[src/rtl/comp_scan_ctrl.sv]
// comp_scan_ctrl: streams a burst of signed samples and tracks the running
// maximum and minimum together with the index of their first occurrence.
module comp_scan_ctrl #(
  parameter int unsigned DATAWIDTH = 8,
  parameter int unsigned COUNTW    = 8
) (
  input  logic                 Clk,
  input  logic                 Rst,
  input  logic                 Start,
  input  logic [COUNTW-1:0]    Len,
  input  logic                 InValid,
  input  logic [DATAWIDTH-1:0] InData,
  output logic                 InReady,
  output logic                 Busy,
  output logic                 Done,
  output logic                 Err,
  output logic [DATAWIDTH-1:0] Max,
  output logic [DATAWIDTH-1:0] Min,
  output logic [COUNTW-1:0]    MaxIdx,
  output logic [COUNTW-1:0]    MinIdx
);

  typedef enum logic [1:0] {
    ST_IDLE  = 2'd0,
    ST_FIRST = 2'd1,
    ST_SCAN  = 2'd2,
    ST_DONE  = 2'd3
  } state_e;

  state_e                       state_q, state_d;
  logic [COUNTW-1:0]            len_q, len_d;
  logic [COUNTW-1:0]            count_q, count_d;
  logic signed [DATAWIDTH-1:0]  max_q, max_d;
  logic signed [DATAWIDTH-1:0]  min_q, min_d;
  logic [COUNTW-1:0]            max_idx_q, max_idx_d;
  logic [COUNTW-1:0]            min_idx_q, min_idx_d;
  logic                         err_q, err_d;
  logic                         in_ready_q, in_ready_d;
  logic                         busy_q, busy_d;
  logic                         done_q, done_d;

  logic signed [DATAWIDTH-1:0]  in_s;
  logic                         accept;

  assign in_s   = $signed(InData);
  assign accept = InValid & in_ready_q;

  // Next-state, datapath updates and registered status outputs.
  always_comb begin
    state_d   = state_q;
    len_d     = len_q;
    count_d   = count_q;
    max_d     = max_q;
    min_d     = min_q;
    max_idx_d = max_idx_q;
    min_idx_d = min_idx_q;
    err_d     = err_q;

    case (state_q)
      ST_IDLE: begin
        if (Start) begin
          len_d   = Len;
          err_d   = 1'b0;
          count_d = '0;
          if (Len == '0) begin
            state_d = ST_DONE;
            err_d   = 1'b1;
          end else begin
            state_d = ST_FIRST;
          end
        end
      end
      ST_FIRST: begin
        if (accept) begin
          max_d     = in_s;
          min_d     = in_s;
          max_idx_d = '0;
          min_idx_d = '0;
          count_d   = COUNTW'(1);
          state_d   = (len_q == COUNTW'(1)) ? ST_DONE : ST_SCAN;
        end
      end
      ST_SCAN: begin
        if (accept) begin
          // strict compares keep the earliest index on ties
          if (in_s > max_q) begin
            max_d     = in_s;
            max_idx_d = count_q;
          end
          if (in_s < min_q) begin
            min_d     = in_s;
            min_idx_d = count_q;
          end
          count_d = count_q + COUNTW'(1);
          if (count_q == len_q - COUNTW'(1)) begin
            state_d = ST_DONE;
          end
        end
      end
      ST_DONE: begin
        state_d = ST_IDLE;
      end
      default: begin
        state_d = ST_IDLE;
      end
    endcase

    // status flops follow the state being entered so they line up with it
    in_ready_d = (state_d == ST_FIRST) || (state_d == ST_SCAN);
    busy_d     = (state_d != ST_IDLE);
    done_d     = (state_d == ST_DONE);
  end

  // State and result registers.
  always_ff @(posedge Clk or negedge Rst) begin
    if (!Rst) begin
      state_q    <= ST_IDLE;
      len_q      <= '0;
      count_q    <= '0;
      max_q      <= '0;
      min_q      <= '0;
      max_idx_q  <= '0;
      min_idx_q  <= '0;
      err_q      <= 1'b0;
      in_ready_q <= 1'b0;
      busy_q     <= 1'b0;
      done_q     <= 1'b0;
    end else begin
      state_q    <= state_d;
      len_q      <= len_d;
      count_q    <= count_d;
      max_q      <= max_d;
      min_q      <= min_d;
      max_idx_q  <= max_idx_d;
      min_idx_q  <= min_idx_d;
      err_q      <= err_d;
      in_ready_q <= in_ready_d;
      busy_q     <= busy_d;
      done_q     <= done_d;
    end
  end

  assign InReady = in_ready_q;
  assign Busy    = busy_q;
  assign Done    = done_q;
  assign Err     = err_q;
  assign Max     = max_q;
  assign Min     = min_q;
  assign MaxIdx  = max_idx_q;
  assign MinIdx  = min_idx_q;

endmodule

[config.mk]
export PLATFORM = sky130hd
export DESIGN_NAME = comp_scan_ctrl
export DESIGN_NICKNAME = d
export VERILOG_FILES = /design/src/rtl/comp_scan_ctrl.sv
export SDC_FILE = /design/constraint.sdc
export NUM_CORES = 1
export LEC_CHECK = 0
export ABC_AREA = 1
export BUFFER_PORTS_ARGS = -buffer_cell sky130_fd_sc_hd__buf_4
export CORE_UTILIZATION = 35
export DETAILED_ROUTE_END_ITERATION = 10
export PLACE_DENSITY = 0.62
export SKIP_LAST_GASP = 1
export SYNTH_ARGS = -nofsm -noshare
export SYNTH_HDL_FRONTEND = slang
export SYNTH_SLANG_ARGS = --single-unit
[constraint.sdc]
create_clock -name Clk -period 2 [get_ports Clk]
set_clock_uncertainty 0.15 [all_clocks]
set_input_delay 0.4 -clock Clk [delete_from_list [all_inputs] [get_ports Clk]]
set_output_delay 0.4 -clock Clk [all_outputs]
set_load 0.01 [all_outputs]
# Yosys cells after proc, flatten, opt, wreduce, memory -nomap -nowiden

Cells that the tools add are included.

Memories: 0
Bits in writable memories: 0
Bits in read-only memories: 0
Bits in latches: 0
Bits in registers: 54

Shift-type cells: 0
Magnitude comparators: 2
Eq/ne operators: 13
Mux-type cells: 26
$mul: 0
Div/mod/pow operators: 0
Bitwise logic cells: 1
Add/sub/neg operators: 2
Reduce and logical (&&, ||, !) cells: 10

Operators by type and width:

| kind                  | count |
|---|---|
| $mux W8               | 13 |
| $pmux W8 S2           | 4 |
| $pmux W8 S3           | 1 |
| $reduce_and A4 Y1     | 3 |
| $mux W2               | 5 |
| $ne A2 B2 Y1 const B  | 5 |
| $add A8 B1 Y8 const B | 1 |
| $eq A2 B2 Y1 const B  | 4 |
| $eq A8 B1 Y1 const B  | 1 |
| $eq A8 B8 Y1          | 1 |
| $gt A8 B8 Y1          | 1 |
| $logic_not A8 Y1      | 1 |
| $lt A8 B8 Y1          | 1 |
| $pmux W2 S4           | 1 |
| $sub A8 B1 Y8 const B | 1 |
| $eq A2 B1 Y1 const B  | 2 |
| $reduce_bool A2 Y1    | 2 |
| $reduce_bool A3 Y1    | 1 |
| $logic_not A2 Y1      | 1 |
| $mux W1               | 2 |
| $reduce_and A2 Y1     | 1 |
| $and A1 B1 Y1         | 1 |
| $logic_or A1 B1 Y1    | 1 |

# Depth between registers and ports, before layout

Depth in word-level cells: 7
Gate-level depth with buffers: 16

# Worst setup path after synthesis

OpenSTA, ideal clock, no wires.

Path kind: register to register
From: register state_q[0]
To: register in_ready_q (netlist: InReady)
Path buffers: 1
Path slack: 56 ps
Library setup time: 126 ps
Stages on the path, launching flop included: 10
Period minus slack after synthesis: 1,944 ps
Arrival: 1,668 ps
Required time: 1,724 ps
Path through: dfrtp_1 > inv_1 > ha_1 > buf_6 > nor2_4 > nor2_4 > inv_1 > a32oi_1 > inv_1 > ha_1

Elaborated cells between the ends (all ways): 12

RTL lines:

| item                                         | line | RTL |
|---|---|---|
| start: declaration                           | 30   | `state_e state_q, state_d;` |
| start signal: assignment                     | 129  | `state_q <= state_d;` |
| $eq A2 B2 Y1 (tied with other cells)         | 59   | `case (state_q)` |
| $pmux W2 S4 *                                | 59   |  |
| named net state_d[1]                         | 30   |  |
| $eq A2 B1 Y1 or $eq A2 B2 Y1 (tied branches) | 109  | `in_ready_d = (state_d == ST_FIRST) \|\| (state_d == ST_SCAN);` |
| $logic_or A1 B1 Y1 *                         | 109  |  |
| named net in_ready_d                         | 38   | `logic in_ready_q, in_ready_d;` |
| end signal: assignment                       | 137  | `in_ready_q <= in_ready_d;` |
| end: declaration                             | 38   |  |

The timed path passes the listed nets; every way through them passes the cells marked *.
A chain may end at the register's enable or synchronous reset.

# Final worst setup path

From: register min_q[5] (netlist: Min[5])
To: register min_idx_q[7] (netlist: MinIdx[7])

Word-level cells in the longest chain between the ends: 3

RTL lines:

| item                        | line | RTL |
|---|---|---|
| start: declaration          | 34   | `logic signed [DATAWIDTH-1:0] min_q, min_d;` |
| start signal: assignment    | 133  | `min_q <= min_d;` |
| $lt A8 B8 Y1                | 90   | `if (in_s < min_q) begin` |
| $ne A2 B2 Y1 (no line)      | n/a  |  |
| $reduce_and A4 Y1 (no line) | n/a  |  |
| end signal: assignment      | 135  | `min_idx_q <= min_idx_d;` |
| end: declaration            | 36   | `logic [COUNTW-1:0] min_idx_q, min_idx_d;` |

Every way passes these cells.

==> qor.csv <==
stage,metric,value,unit
sta,rsz0062_at_grt,yes,
logic_synthesis,yosys_most_used_dff,dfrtp_1,
clock_network,clk_pin_slew_worst_paths,0.11,ns
detailed_routing,drc,6,
worst_setup_path,path_buf_inv,2,
worst_setup_path,critPathKind,reg2reg,
sta,slew_headroom,54.4,%
outcome,violations,DRC,
sta,hold_viol_final,0,
power_and_ir_drop,internal_power,3.30,mW
worst_setup_path,path_cells,"inv_1, ha_1, a21oi_2, o21a_1, nand2_1, nand2_1, nand3_4, buf_4, nand3_1, nand2_1",
worst_setup_path,crit_family,simple AND/OR/NAND/NOR gates,
sta,setup_viol,0,
clock_network,cts_root_buffer,clkbuf_8,
placed_design,port_buffers,55,
worst_setup_path,max_stage_delay,0.39,ns
floorplan,initial_utilization,36.8,%
detailed_routing,wl_per_cell,11.7,um
detailed_routing,routed-via-count,2939,
worst_setup_path,cp-end-kind,flip-flop,
finish,multiInputGateArea,1700,um2
power_and_ir_drop,seqPwrFrac,30.5,%
worst_setup_path,worstPathRequired,2.05,ns
logic_synthesis,synth.distinct_cells,28,
detailed_routing,first_iter_violations,134,
clock_network,cts.sinks,54,
floorplan,num_rows,34,
power_and_ir_drop,power.share.combinational,56.1,%
power_and_ir_drop,power,5.78,mW
grt,grt-ovfl-total,0,
flow_run,drv_cap,0,
grt,grt_util_all_layers,16.1,%
floorplan,die_area,9700,um2
logic_synthesis,ys_top_cells_by_area,"dfrtp_1, nand2_1, ha_1, inv_1, nand3_1",
sta,fmax,0.523,GHz
worst_setup_path,cpMaxStageDelayCell,dfrtp_1,
floorplan,die_h,98.5,um
logic_synthesis,yosysTopAreaCell,dfrtp_1,
sta,timing.final.crit_share,95.5,%
sta,drv_slew,0,
sta,worstMarginPinSlew,0.684,ns
finish,area_growth_syn_to_layout,29.5,%
finish,nets,563,
clock_network,htreeDepth,2,
grt,grt_antenna_before_repair,0,
finish,seq_area,1350,um2
detailed_routing,dr.pass1.iters,8,
logic_synthesis,postSynthCellCount,437,
clock_network,worstSkewPairLatency,0.32,ns
power_and_ir_drop,power_frac_clock,13.4,%
floorplan,core-area,8850,um2
placed_design,place_ws,-0.0357,ns
logic_synthesis,synth-seq-cells,54,
worst_setup_path,cp.arrival,1.97,ns
power_and_ir_drop,swShare,42.9,%
placed_design,hpwl,5530,um
grt,grt_pass1_wl,12700,um
sta,layout_setup_ws,0.0893,ns
floorplan,die_x,98.5,um
power_and_ir_drop,ir_worst_vdd,0.000714,V
logic_synthesis,syn_area,3260,um2
logic_synthesis,synth_edf_count,0,
detailed_routing,vias_per_cell,4.69,
finish,fillCellCount,889,
logic_synthesis,async_flop_share,100,%
logic_synthesis,avgSynthCellArea,7.46,um2
finish,final_common_cell,nand2_1,
power_and_ir_drop,power_density,1370,nW/um2
logic_synthesis,synthDominantCellAreaShare,41.5,%
grt,grt_pass1_vias,2757,
worst_hold_path,min_path_type,in2reg,
clock_network,clockBufferDepth,2,
sta,min_period,1.91,ns
worst_setup_path,cp-start-kind,flip-flop,
logic_synthesis,mappedNetlistNets,482,
power_and_ir_drop,power.leakage,2.32,nW
worst_setup_path,cpMostUsedCell,nand2_1,
worst_setup_path,worst-path-max-fanout,5,
placed_design,gp_congestion,0.868,
floorplan,pin_count,56,
outcome,status,"finished, violations left",
finish,num_antenna_cells,0,
finish,layout-drive-gt1-share,24.7,%
logic_synthesis,ys_seq_area_share,41.5,%
clock_network,cts_tree,yes,
detailed_routing,ant_nets,0,
power_and_ir_drop,switchingPower,2.48,mW
logic_synthesis,ys_warn_count,0,
finish,final_cell_mix,"nand2_1, buf_4, inv_1",
clock_network,cts_buffers,5,
grt,grt_max_degree,55,
detailed_routing,routed_wl,7320,um
==> timing repair <==
| item | CTS | global route |
|---|---|---|
| hold buffers | 1 | 0 |
| pin swaps | 1 | 9 |
| setup endpoints to repair | 1 | 33 |
| resized for setup | 2 | 32 |
| setup buffers | 0 | 5 |
| endpoints found under the hold margin | 28 | 0 |
| cloned | 0 | 0 |
==> worst reg2reg max path, delay by kind of cell, from the launching register on <==
| kind | cells | cell delay (ns) |
|---|---|---|
| simple gates | 5 | 0.42 |
| buf+inv | 2 | 0.24 |
| fa+ha+maj | 1 | 0.29 |
| flops | 1 | 0.39 |
| compound gates | 2 | 0.30 |
==> synth_stat cells (2+ instances only) <==
cell,n
nand4_1,4
inv_1,68
dfrtp_1,54
a21oi_1,15
clkbuf_1,4
nor2_4,2
nand2_4,2
buf_4,2
ha_1,25
xor2_1,2
o21ai_0,17
nor3_1,5
buf_6,2
inv_2,2
nor2_1,28
nand3_1,47
nand2_1,143
o21ai_1,2
xnor2_1,3
buf_2,2
==> through the flow <==
step	util [%]	instance area, um2	hold WS [ns]	std cells	TNS (ns)
after floorplan	-	3260	-0.0456	437	0
final	47.7	4220	0.187	627	0
after CTS	45.8	4050	0.182	622	0
after global routing	47.7	4220	0.179	627	-0.0304
after detailed placement	44.2	3910	0.310	613	-0.306
after global placement	44.2	3910	0.307	613	-0.0226
==> routing by layer <==
| metal | up-vias | global-route usage [%] | share of wire [%] |
|---|---|---|---|
| met5 | - | 0 | 0 |
| met4 | 0 | 5.05 | 1.3 |
| met3 | 9 | 2.98 | 4.5 |
| met2 | 69 | 26.1 | 45 |
| met1 | 1329 | 22.0 | 49 |
| li1 | 1532 | - | - |
==> cell families after synthesis <==
group           Yosys count  synth area share, %
compound gates           37                 5.91
xor+xnor                  5                 1.34
fa+ha+maj                25                 9.60
buf+inv                  81                 10.4
flops                    54                 41.5
mux                       1                0.346
simple gates            234                 30.9
==> registers in the layout (all words and copies together), names as in the netlist <==
| signal | count |
|---|---|
| MaxIdx | 8 |
| Err | 1 |
| MinIdx | 8 |
| len_q | 8 |
| InReady | 1 |
| count_q | 8 |
| Max | 8 |
| Busy | 1 |
| Min | 8 |
| Done | 1 |
| state_q | 2 |
==> power by group through the flow <==
stage / clock (mW) / sequential, mW / combinational, mW
4_1_cts: 0.797 / 1.76 / 2.95
3_3_place_gp: 0 / 1.77 / 2.84
3_5_place_dp: 0 / 1.78 / 2.89
5_1_grt: 0.838 / 1.82 / 3.68
6_report: 0.776 / 1.76 / 3.24
2_1_floorplan: 0 / 1.83 / 1.76
==> final timing paths <==
path | start | slack, ns | end | cells after the start
worst min-delay path | InData[4] | 0.19 | Min[4] | 3
min in group asynchronous | Rst | 0.52 | MaxIdx[4] | 2
worst max register to register | Min[5] | 0.09 | MinIdx[7] | 10
worst min register to register | MinIdx[1] | 0.33 | MinIdx[1] | 2
worst max-delay path | Min[5] | 0.09 | MinIdx[7] | 10
max in group asynchronous | Rst | 0.69 | len_q[3] | 2
==> area by class of cell <==
type                            instances  area share (%)
Clock buffer                            5            1.63
Clock inverter                          3            1.16
Inverter                               70            6.23
Multi-Input combinational cell        302            40.2
Sequential cell                        54            32.0
Tap cell                              108            3.20
Timing Repair Buffer                   85            15.5
No activity file was read; power rests on OpenSTA's default activity.
